===== src/rtl/cam_rgb565_capture.sv =====
// OV7670 RGB565 capture: thresholds each pixel to RGB111 and writes it into a
// CAM_SCREEN_X x CAM_SCREEN_Y raster, flagging frame completion and framing errors.
module cam_rgb565_capture #(
    parameter int CAM_SCREEN_X = 160,
    parameter int CAM_SCREEN_Y = 120,
    parameter int AW           = 15,
    parameter int R_TH         = 16,
    parameter int G_TH         = 32,
    parameter int B_TH         = 16
) (
    input  logic          clk,
    input  logic          rst,
    input  logic [7:0]    cam_data,
    input  logic          cam_vsync,
    input  logic          cam_href,
    output logic [AW-1:0] mem_px_addr,
    output logic [2:0]    mem_px_data,
    output logic          px_wr,
    output logic          frame_done,
    output logic          frame_err
);

    localparam int CW = $clog2(CAM_SCREEN_X + 1);
    localparam int RW = $clog2(CAM_SCREEN_Y + 1);
    localparam logic [CW-1:0] COL_MAX   = CW'(CAM_SCREEN_X);
    localparam logic [RW-1:0] ROW_MAX   = RW'(CAM_SCREEN_Y);
    localparam logic [AW-1:0] ROW_STEP  = AW'(CAM_SCREEN_X);
    localparam logic [4:0]    R_TH5     = 5'(R_TH);
    localparam logic [5:0]    G_TH6     = 6'(G_TH);
    localparam logic [4:0]    B_TH5     = 5'(B_TH);

    typedef enum logic [1:0] {S_WAIT_VS, S_VBLANK, S_LINE} state_t;

    state_t        r_state;
    logic          r_phase;
    logic [7:0]    r_hi;
    logic [CW-1:0] r_col;
    logic [RW-1:0] r_row;
    logic [AW-1:0] r_row_base;
    logic          r_err;
    logic          r_href_d;
    logic [AW-1:0] r_px_addr;
    logic [2:0]    r_px_data;
    logic          r_px_wr;
    logic          r_frame_done;
    logic          r_frame_err;

    logic          w_phase_n;
    logic [CW-1:0] w_col_n;
    logic [RW-1:0] w_row_n;
    logic [AW-1:0] w_base_n;
    logic          w_err_n;
    logic          w_store;
    logic          w_close;
    logic [2:0]    w_rgb;
    logic          w_in_window;

    // High byte carries R[4:0],G[5:3]; the low byte on cam_data carries G[2:0],B[4:0].
    assign w_rgb = {r_hi[7:3] >= R_TH5,
                    {r_hi[2:0], cam_data[7:5]} >= G_TH6,
                    cam_data[4:0] >= B_TH5};
    assign w_in_window = (r_col < COL_MAX) && (r_row < ROW_MAX);

    // NOTE: every always_comb output gets a default first, so no path can infer a latch.
    always_comb begin
        w_phase_n = r_phase;
        w_col_n   = r_col;
        w_row_n   = r_row;
        w_base_n  = r_row_base;
        w_err_n   = r_err;
        w_store   = 1'b0;
        w_close   = 1'b0;
        if (r_state == S_LINE) begin
            if (cam_href && r_phase) begin
                if (w_in_window) w_store = 1'b1;
                else             w_err_n = 1'b1;
                if (r_col < COL_MAX) w_col_n = r_col + 1'b1;
            end
            if (cam_href) w_phase_n = ~r_phase;
            // A vsync rise closes any open line (including one ending on this very byte).
            w_close = cam_vsync ? (cam_href | r_href_d) : (r_href_d & ~cam_href);
            if (w_close) begin
                if (w_col_n != COL_MAX) w_err_n = 1'b1;
                if (w_phase_n)          w_err_n = 1'b1;
                w_phase_n = 1'b0;
                w_col_n   = '0;
                if (w_row_n < ROW_MAX) begin
                    w_row_n  = w_row_n + 1'b1;
                    w_base_n = w_base_n + ROW_STEP;
                end else begin
                    w_err_n = 1'b1;
                end
            end
        end
    end

    // NOTE: all state is updated with non-blocking assignments so every register samples pre-edge values.
    always_ff @(posedge clk or negedge rst) begin
        if (!rst) begin
            r_state      <= S_WAIT_VS;
            r_phase      <= 1'b0;
            r_hi         <= '0;
            r_col        <= '0;
            r_row        <= '0;
            r_row_base   <= '0;
            r_err        <= 1'b0;
            r_href_d     <= 1'b0;
            r_px_addr    <= '0;
            r_px_data    <= '0;
            r_px_wr      <= 1'b0;
            r_frame_done <= 1'b0;
            r_frame_err  <= 1'b0;
        end else begin
            r_px_wr      <= w_store;
            r_frame_done <= 1'b0;
            r_href_d     <= (r_state == S_LINE) && cam_href && !cam_vsync;
            if (w_store) begin
                r_px_addr <= r_row_base + AW'(r_col);
                r_px_data <= w_rgb;
            end
            if ((r_state == S_LINE) && cam_href && !r_phase) r_hi <= cam_data;
            case (r_state)
                S_WAIT_VS: if (cam_vsync) r_state <= S_VBLANK;
                S_VBLANK: begin
                    if (!cam_vsync) begin
                        r_phase    <= 1'b0;
                        r_col      <= '0;
                        r_row      <= '0;
                        r_row_base <= '0;
                        r_err      <= 1'b0;
                        r_state    <= S_LINE;
                    end
                end
                S_LINE: begin
                    r_phase    <= w_phase_n;
                    r_col      <= w_col_n;
                    r_row      <= w_row_n;
                    r_row_base <= w_base_n;
                    r_err      <= w_err_n;
                    if (cam_vsync) begin
                        r_frame_done <= 1'b1;
                        r_frame_err  <= w_err_n | (w_row_n != ROW_MAX);
                        r_phase      <= 1'b0;
                        r_state      <= S_VBLANK;
                    end
                end
                default: r_state <= S_WAIT_VS;
            endcase
        end
    end

    assign mem_px_addr = r_px_addr;
    assign mem_px_data = r_px_data;
    assign px_wr       = r_px_wr;
    assign frame_done  = r_frame_done;
    assign frame_err   = r_frame_err;

endmodule


===== config.mk =====
export PLATFORM = sky130hd
export DESIGN_NAME = cam_rgb565_capture
export DESIGN_NICKNAME = d
export VERILOG_FILES = /design/src/rtl/cam_rgb565_capture.sv
export SDC_FILE = /design/constraint.sdc
export NUM_CORES = 1
export LEC_CHECK = 0
export ABC_AREA = 1
export CORE_ASPECT_RATIO = 0.75
export CORE_MARGIN = 3
export CORE_UTILIZATION = 28
export DETAILED_ROUTE_END_ITERATION = 6
export GPL_ROUTABILITY_DRIVEN = 0
export SYNTH_ARGS = -nofsm -noshare
export SYNTH_HDL_FRONTEND = slang
export SYNTH_SLANG_ARGS = --single-unit

===== constraint.sdc =====
create_clock -name clk -period 2.5 [get_ports clk]
set_input_delay 0.75 -clock clk [delete_from_list [all_inputs] [get_ports clk]]
set_output_delay 0.75 -clock clk [all_outputs]
set_load 0.02 [all_outputs]

# Yosys cells after proc, flatten, opt, wreduce, memory -nomap -nowiden

Cells that the tools add are included.

$add $sub $neg: 4
Bitwise operators: 5
Equality and inequality tests: 8
Reductions and logical operators: 14
Mux-type cells: 38
Order comparisons: 5

Operator list:

| kind                    | number |
|---|---|
| $mux W15                | 3 |
| $mux W8                 | 5 |
| $pmux W15 S2            | 1 |
| $mux W7                 | 4 |
| $mux W1                 | 18 |
| $pmux W8 S2             | 1 |
| $add A15 B8 Y15         | 1 |
| $add A15 B8 Y15 const B | 1 |
| $pmux W7 S2             | 1 |
| $ge A5 B5 Y1 const B    | 2 |
| $add A8 B1 Y8 const B   | 1 |
| $lt A8 B8 Y1 const B    | 1 |
| $ne A8 B8 Y1 const B    | 1 |
| $add A7 B1 Y7 const B   | 1 |
| $lt A7 B7 Y1 const B    | 1 |
| $ne A7 B7 Y1 const B    | 1 |
| $ge A6 B6 Y1 const B    | 1 |
| $ne A2 B2 Y1 const B    | 3 |
| $reduce_and A2 Y1       | 3 |
| $logic_and A1 B1 Y1     | 5 |
| $mux W2                 | 2 |
| $pmux W1 S2             | 2 |
| $pmux W2 S2             | 1 |
| $reduce_and A4 Y1       | 1 |
| 10 further kinds        | 13 |

Output and inout port bits: 21
Input bits: 12
Word-level logic and storage cells: 87
Register bits: 64

# Logic depth before layout (Yosys ltp)

Depth after elaboration: 11
Gate-level depth with buffers: 15
Gate-level depth less buffers: 15

# Worst setup path before layout

Ideal clock, no wire load.

Kind: input port to flip-flop
Start point: input port cam_href
End point: register r_frame_err (netlist: frame_err)
Cell stages on the path: 12
Arrival: 1.830 ns
Slack: 0.557 ns
Path buffers: 0
Data required time: 2.387 ns
Setup time: 0.113 ns
Path through: ha_1 > nand2_2 > nor2_4 > nand2_2 > o21ai_2 > nand2_1 > nor2_1 > nand3_1 > nand2_1 > nand3_1 > nand2_1 > inv_1

Cells in the longest elaborated chain, start to end: 10
Elaborated cells between the ends (all ways): 20
Classes of those cells: eq/ne (2); mux (13); bitwise (4); reduce/logical (1)

RTL lines:

| element              | line | RTL |
|---|---|---|
| from (decl)          | 15   | `input logic cam_href,` |
| $logic_and A1 B1 Y1  | 74   | `if (cam_href && r_phase) begin` |
| $mux W8              | 74   |  |
| $mux W8              | 73   | `if (r_state == S_LINE) begin` |
| $ne A8 B8 Y1         | 83   | `if (w_col_n != COL_MAX) w_err_n = 1'b1;` |
| $mux W1              | 83   |  |
| $mux W1              | 84   | `if (w_phase_n) w_err_n = 1'b1;` |
| $mux W1              | 87   | `if (w_row_n < ROW_MAX) begin` |
| $mux W1              | 82   | `if (w_close) begin` |
| $mux W1              | 73   |  |
| $or A1 B1 Y1 (*)     | 142  | `r_frame_err <= w_err_n \| (w_row_n != ROW_MAX);` |
| to (signal assigned) | 142  |  |
| to (decl)            | 46   | `logic r_frame_err;` |

Mark *: on every way between the ends. The rest lies on a longest branch, timed or not. The select of a mux whose other input is x is not followed.
A chain may end at the register's enable or synchronous reset.

# Final worst setup path

Start point: input port cam_vsync
End point: register r_frame_err (netlist: frame_err)

Cells in the longest elaborated chain, start to end: 5
Elaborated cells between the ends (all ways): 8
Classes of those cells: eq/ne (1); mux (5); bitwise (1); reduce/logical (1)

RTL lines:

| element      | line | RTL |
|---|---|---|
| from (decl)  | 14   | `input logic cam_vsync,` |
| $mux W1      | 81   | `w_close = cam_vsync ? (cam_href \| r_href_d) : (r_href_d & ~cam_href);` |
| $mux W7      | 82   |  |
| $mux W7      | 73   |  |
| $ne A7 B7 Y1 | 142  |  |
| $or A1 B1 Y1 | 142  |  |

Parallel ways exist; a longest one is shown, timed or not.

==> qor_table.md <==
| Parameter | Value | Unit |
|---|---|---|
| Status | complete, no violations | - |
| Kind of launch point of the worst setup path | input port | - |
| Max stage delay on crit path | 0.51 | ns |
| Die outline height | 94.3 | um |
| First-pass iteration count of the detailed router | 4 | - |
| Main combinational cell family by area after synthesis | simple AND/OR/NAND/NOR gates | - |
| Simple-gate portion of the synthesized area | 0.305 | - |
| Pin count of the biggest net entering global routing | 54 | - |
| Ratio of cells with drive above 1 in the final layout | 0.182 | - |
| EDFF count, synth | 0 | - |
| Cells after Synth | 363 | - |
| Final Routed Wirelength | 6520 | um |
| Number of max-cap violations | 0 | - |
| Average size of a mapped cell | 8.02 | um2 |
| Hold path start | r_state[0] | - |
| Number of vias after detailed routing | 2511 | - |
| Xor and xnor fraction of the mapped netlist area | 0.00601 | - |
| Leakage | 1.79 | nW |
| PortBufs | 27 | - |
| Cell family with the largest share of critical-path delay | simple AND/OR/NAND/NOR gates | - |
| Sequential fraction of the synthesis area | 0.455 | - |
| Floorplan row count | 31 | - |
| Ys flop type | sky130_fd_sc_hd__dfrtp_1 | - |
| RSZ-0062 raised after global routing | false | - |
| Number of inserted diodes | 0 | - |
| Net count of the mapped netlist | 382 | - |
| Most common cell in the synthesized netlist | sky130_fd_sc_hd__nand2_1 | - |
| Area fraction of the dominant cell type after synthesis | 0.455 | - |
| Count of pins over their slew limit | 0 | - |
| Period minus WS final | 2.21 | ns |
| WP data required | 2.70 | ns |
| Total routing resource utilization after global routing | 0.122 | - |
| Clock-pin slew reported for the worst setup and hold paths after clock tree synthesis | 0.07 | ns |
| Initial antenna violation count | 0 | - |
| Worst-Skew Late Latency | 0.30 | ns |
| Cell count after placement | 543 | - |
| Fraction of the mapped netlist area in compound gates | 0.107 | - |
| F_max | 453 | MHz |
| Worst flop-to-flop path endpoint | frame_err | - |
| Die Width | 124 | um |
| Final Instance Count excl. Fillers | 556 | - |
| Wire length of the first global-routing pass | 11400 | um |
| # clock sinks | 53 | - |
| Reg2Reg Setup Slack | 0.49 | ns |
| Gr ovfl total | 0 | - |
| Final hold violation count | 0 | - |
| Max IR drop VDD | 0.000311 | V |
| Clock buffer count from CTS | 5 | - |
| Vias in the first global route | 2382 | - |
| Effective utilization at floorplan | 0.294 | - |
| Headroom to the max-slew limit | 0.541 | - |
| Worst Path Max Fanout | 7 | - |
| FF-to-FF path depth | 12 | - |
| Kind of capture point of the worst setup path | register | - |
| Number of design-rule violations left by the first detailed-router iteration | 170 | - |
| Vias per inst | 4.52 | - |
| Reg2reg start | r_state[1] | - |
| Layout overhead on the synthesized area | 26.9 | % |
| Arrival time at the worst endpoint | 2.40 | ns |
| ANT nets after route | 0 | - |
| Instance count along the most critical hold path | 1 | - |
| Total standard cell area after synthesis | 2910 | um2 |
| CTS root buf | sky130_fd_sc_hd__clkbuf_16 | - |
| Worst hold margin | 0.475 | ns |
| Filler cells | 1003 | - |
| Drt drc | 0 | - |
| Arithmetic-cell share of the synthesized area counting full adders, half adders and majority gates | 0.0301 | - |
| Library cell appearing most often on the critical path | sky130_fd_sc_hd__nand2_1 | - |
| Die ar. | 11700 | um2 |
| Avg WL per Cell | 11.7 | um |
| H-tree Lvls | 2 | - |
| Worst-Margin Slew | 0.688 | ns |
| Power density over the cells | 582 | nW/um2 |
| Detailed-placement wirelength estimate | 4860 | um |
| YS warnings | 0 | - |
| Number of nets in the final layout | 442 | - |
| Total Negative Setup Slacks | 0 | ns |
| Portion of netlist area occupied by mux cells | 0.00773 | - |
| Final setup violation count | 0 | - |
| Startpoint of the most critical setup path | cam_vsync | - |
| Worst min-delay path endpoint | r_state[0] | - |
| Worst setup path category | input port to register | - |
| Maximum clock insertion buffer count | 2 | - |
| Dominant cells by area after synthesis | sky130_fd_sc_hd__dfrtp_1 (46%), sky130_fd_sc_hd__nand2_1 (13%), sky130_fd_sc_hd__inv_1 (6.3%) | - |
| Most instantiated cells after synthesis | sky130_fd_sc_hd__nand2_1 (104), sky130_fd_sc_hd__dfrtp_1 (53), sky130_fd_sc_hd__inv_1 (49) | - |
| Buffers & Inverters on Critical Path | 4 | - |
| Number of library cell types mapped by synthesis | 36 | - |
| Clk_skew | 0.00710 | ns |
| Seq cells post-synth | 53 | - |
| Top cell type by total area after synthesis | sky130_fd_sc_hd__dfrtp_1 | - |
| Core outline area | 9890 | um2 |
| Number of I/O pins | 33 | - |
| Cells along the critical path | clkdlybuf4s50_1 > nand2_1 > nand2_4 > buf_6 > nand3_1 > nand2_1 > nand2_1 > nand2_1 > nand2_1 > inv_1 > nand2_1 > nor2_1 > nand3_1 > nand2_1 > inv_1 | - |
| Final critical-path share of the clock period | 0.882 | - |
| Clock tree from TritonCTS | built | - |
| Slowest cell on crit path | sky130_fd_sc_hd__clkdlybuf4s50_1 | - |
| Path category of the worst min-delay check | register to register | - |
| Ys async rst share | 1.00 | - |
[routing by layer]
| metal | vias up | GRT usage | share of wire |
|---|---|---|---|
| li1 | 1295 | - | - |
| met2 | 55 | 0.159 | 0.37 |
| met4 | 0 | 0.0221 | 0.0034 |
| met3 | 3 | 0.0323 | 0.050 |
| met5 | - | 0 | 0 |
| met1 | 1158 | 0.199 | 0.57 |
[final cells by class]
cell class | count | area, um2 | share of cell area
clock inverter | 3 | 26.3 | 0.00711
tap | 132 | 165 | 0.0447
sequential | 53 | 1330 | 0.359
clock buffer | 5 | 125 | 0.0339
multi-input combinational | 250 | 1340 | 0.361
timing repair buffer | 60 | 519 | 0.140
inverter | 53 | 199 | 0.0538
[cell usage in the layout, fill, tap and decap left out, types with 2 or more instances in the layout]
| master | count |
|---|---|
| sky130_fd_sc_hd__a21oi_1 | 8 |
| sky130_fd_sc_hd__ha_1 | 6 |
| sky130_fd_sc_hd__inv_2 | 4 |
| sky130_fd_sc_hd__xnor2_1 | 2 |
| sky130_fd_sc_hd__nand2_1 | 104 |
| sky130_fd_sc_hd__nand3_2 | 3 |
| sky130_fd_sc_hd__clkbuf_16 | 5 |
| sky130_fd_sc_hd__o22ai_1 | 5 |
| sky130_fd_sc_hd__nand3_1 | 24 |
| sky130_fd_sc_hd__a31oi_1 | 2 |
| sky130_fd_sc_hd__clkdlybuf4s50_1 | 25 |
| sky130_fd_sc_hd__nor3_2 | 2 |
| sky130_fd_sc_hd__dfrtp_1 | 53 |
| sky130_fd_sc_hd__o21ai_2 | 3 |
| sky130_fd_sc_hd__mux2_2 | 2 |
| sky130_fd_sc_hd__nor2_8 | 2 |
| sky130_fd_sc_hd__o21ai_0 | 20 |
| sky130_fd_sc_hd__nand2_2 | 7 |
| sky130_fd_sc_hd__nor3_1 | 5 |
| sky130_fd_sc_hd__clkinvlp_4 | 2 |
| sky130_fd_sc_hd__buf_4 | 32 |
| sky130_fd_sc_hd__nand4_1 | 10 |
| sky130_fd_sc_hd__nor2_1 | 23 |
| sky130_fd_sc_hd__nand2_4 | 3 |
| sky130_fd_sc_hd__o31ai_1 | 2 |
| sky130_fd_sc_hd__o21ai_1 | 6 |
| sky130_fd_sc_hd__inv_1 | 49 |
[report_power, final]
part	leakage [nW]	internal [mW]	switching (mW)	total [mW]
Clock	0.0680	0.379	0.339	0.718
Combinational	1.00	0.175	0.231	0.406
Sequential	0.716	0.945	0.0842	1.03
Total	1.79	1.50	0.654	2.15
[per-stage QoR]
stage | util | worst slack (ns) | total power [mW] | cell area [um2]
after floorplan | - | 0.557 | 1.26 | 2910
after global placement | 0.353 | -0.184 | 1.43 | 3490
after detailed placement | 0.353 | -0.184 | 1.44 | 3490
after CTS | 0.369 | 0.128 | 2.17 | 3650
after global routing | 0.374 | 0.168 | 2.28 | 3700
final | 0.374 | 0.294 | 2.15 | 3700
[what timing repair did]
action,4_1_cts,5_1_grt
setup endpoints to repair,0,1
resized for setup,0,5
endpoints found under the hold margin,0,0
setup buffers,0,5
hold buffers,0,0
[sequential cells by signal, summed over array words and instances, names as in the netlist]
register / count
r_err: 1
r_row: 7
r_href_d: 1
r_phase: 1
r_hi: 2
r_state: 2
mem_px_addr: 15
mem_px_data: 3
px_wr: 1
r_row_base: 10
r_col: 8
frame_done: 1
frame_err: 1
[cells by family after synthesis]
family	Yosys count
buffers and inverters	60
muxes	2
AOI/OAI and AO/OA	52
DFF	53
adders and majority gates	7
and+or+nand+nor	187
xor gates and xnor gates	2
[worst max-delay path by stage]
stage               slack [ns]   endpoint  cells past startpoint
floorplan                 0.56  frame_err                     12
global placement         -0.18  frame_err                     13
detailed placement       -0.18  frame_err                     13
CTS                       0.13  frame_err                     13
global route              0.17  frame_err                     15
finish                    0.29  frame_err                     15
No activity file was read; power rests on OpenSTA's default activity.
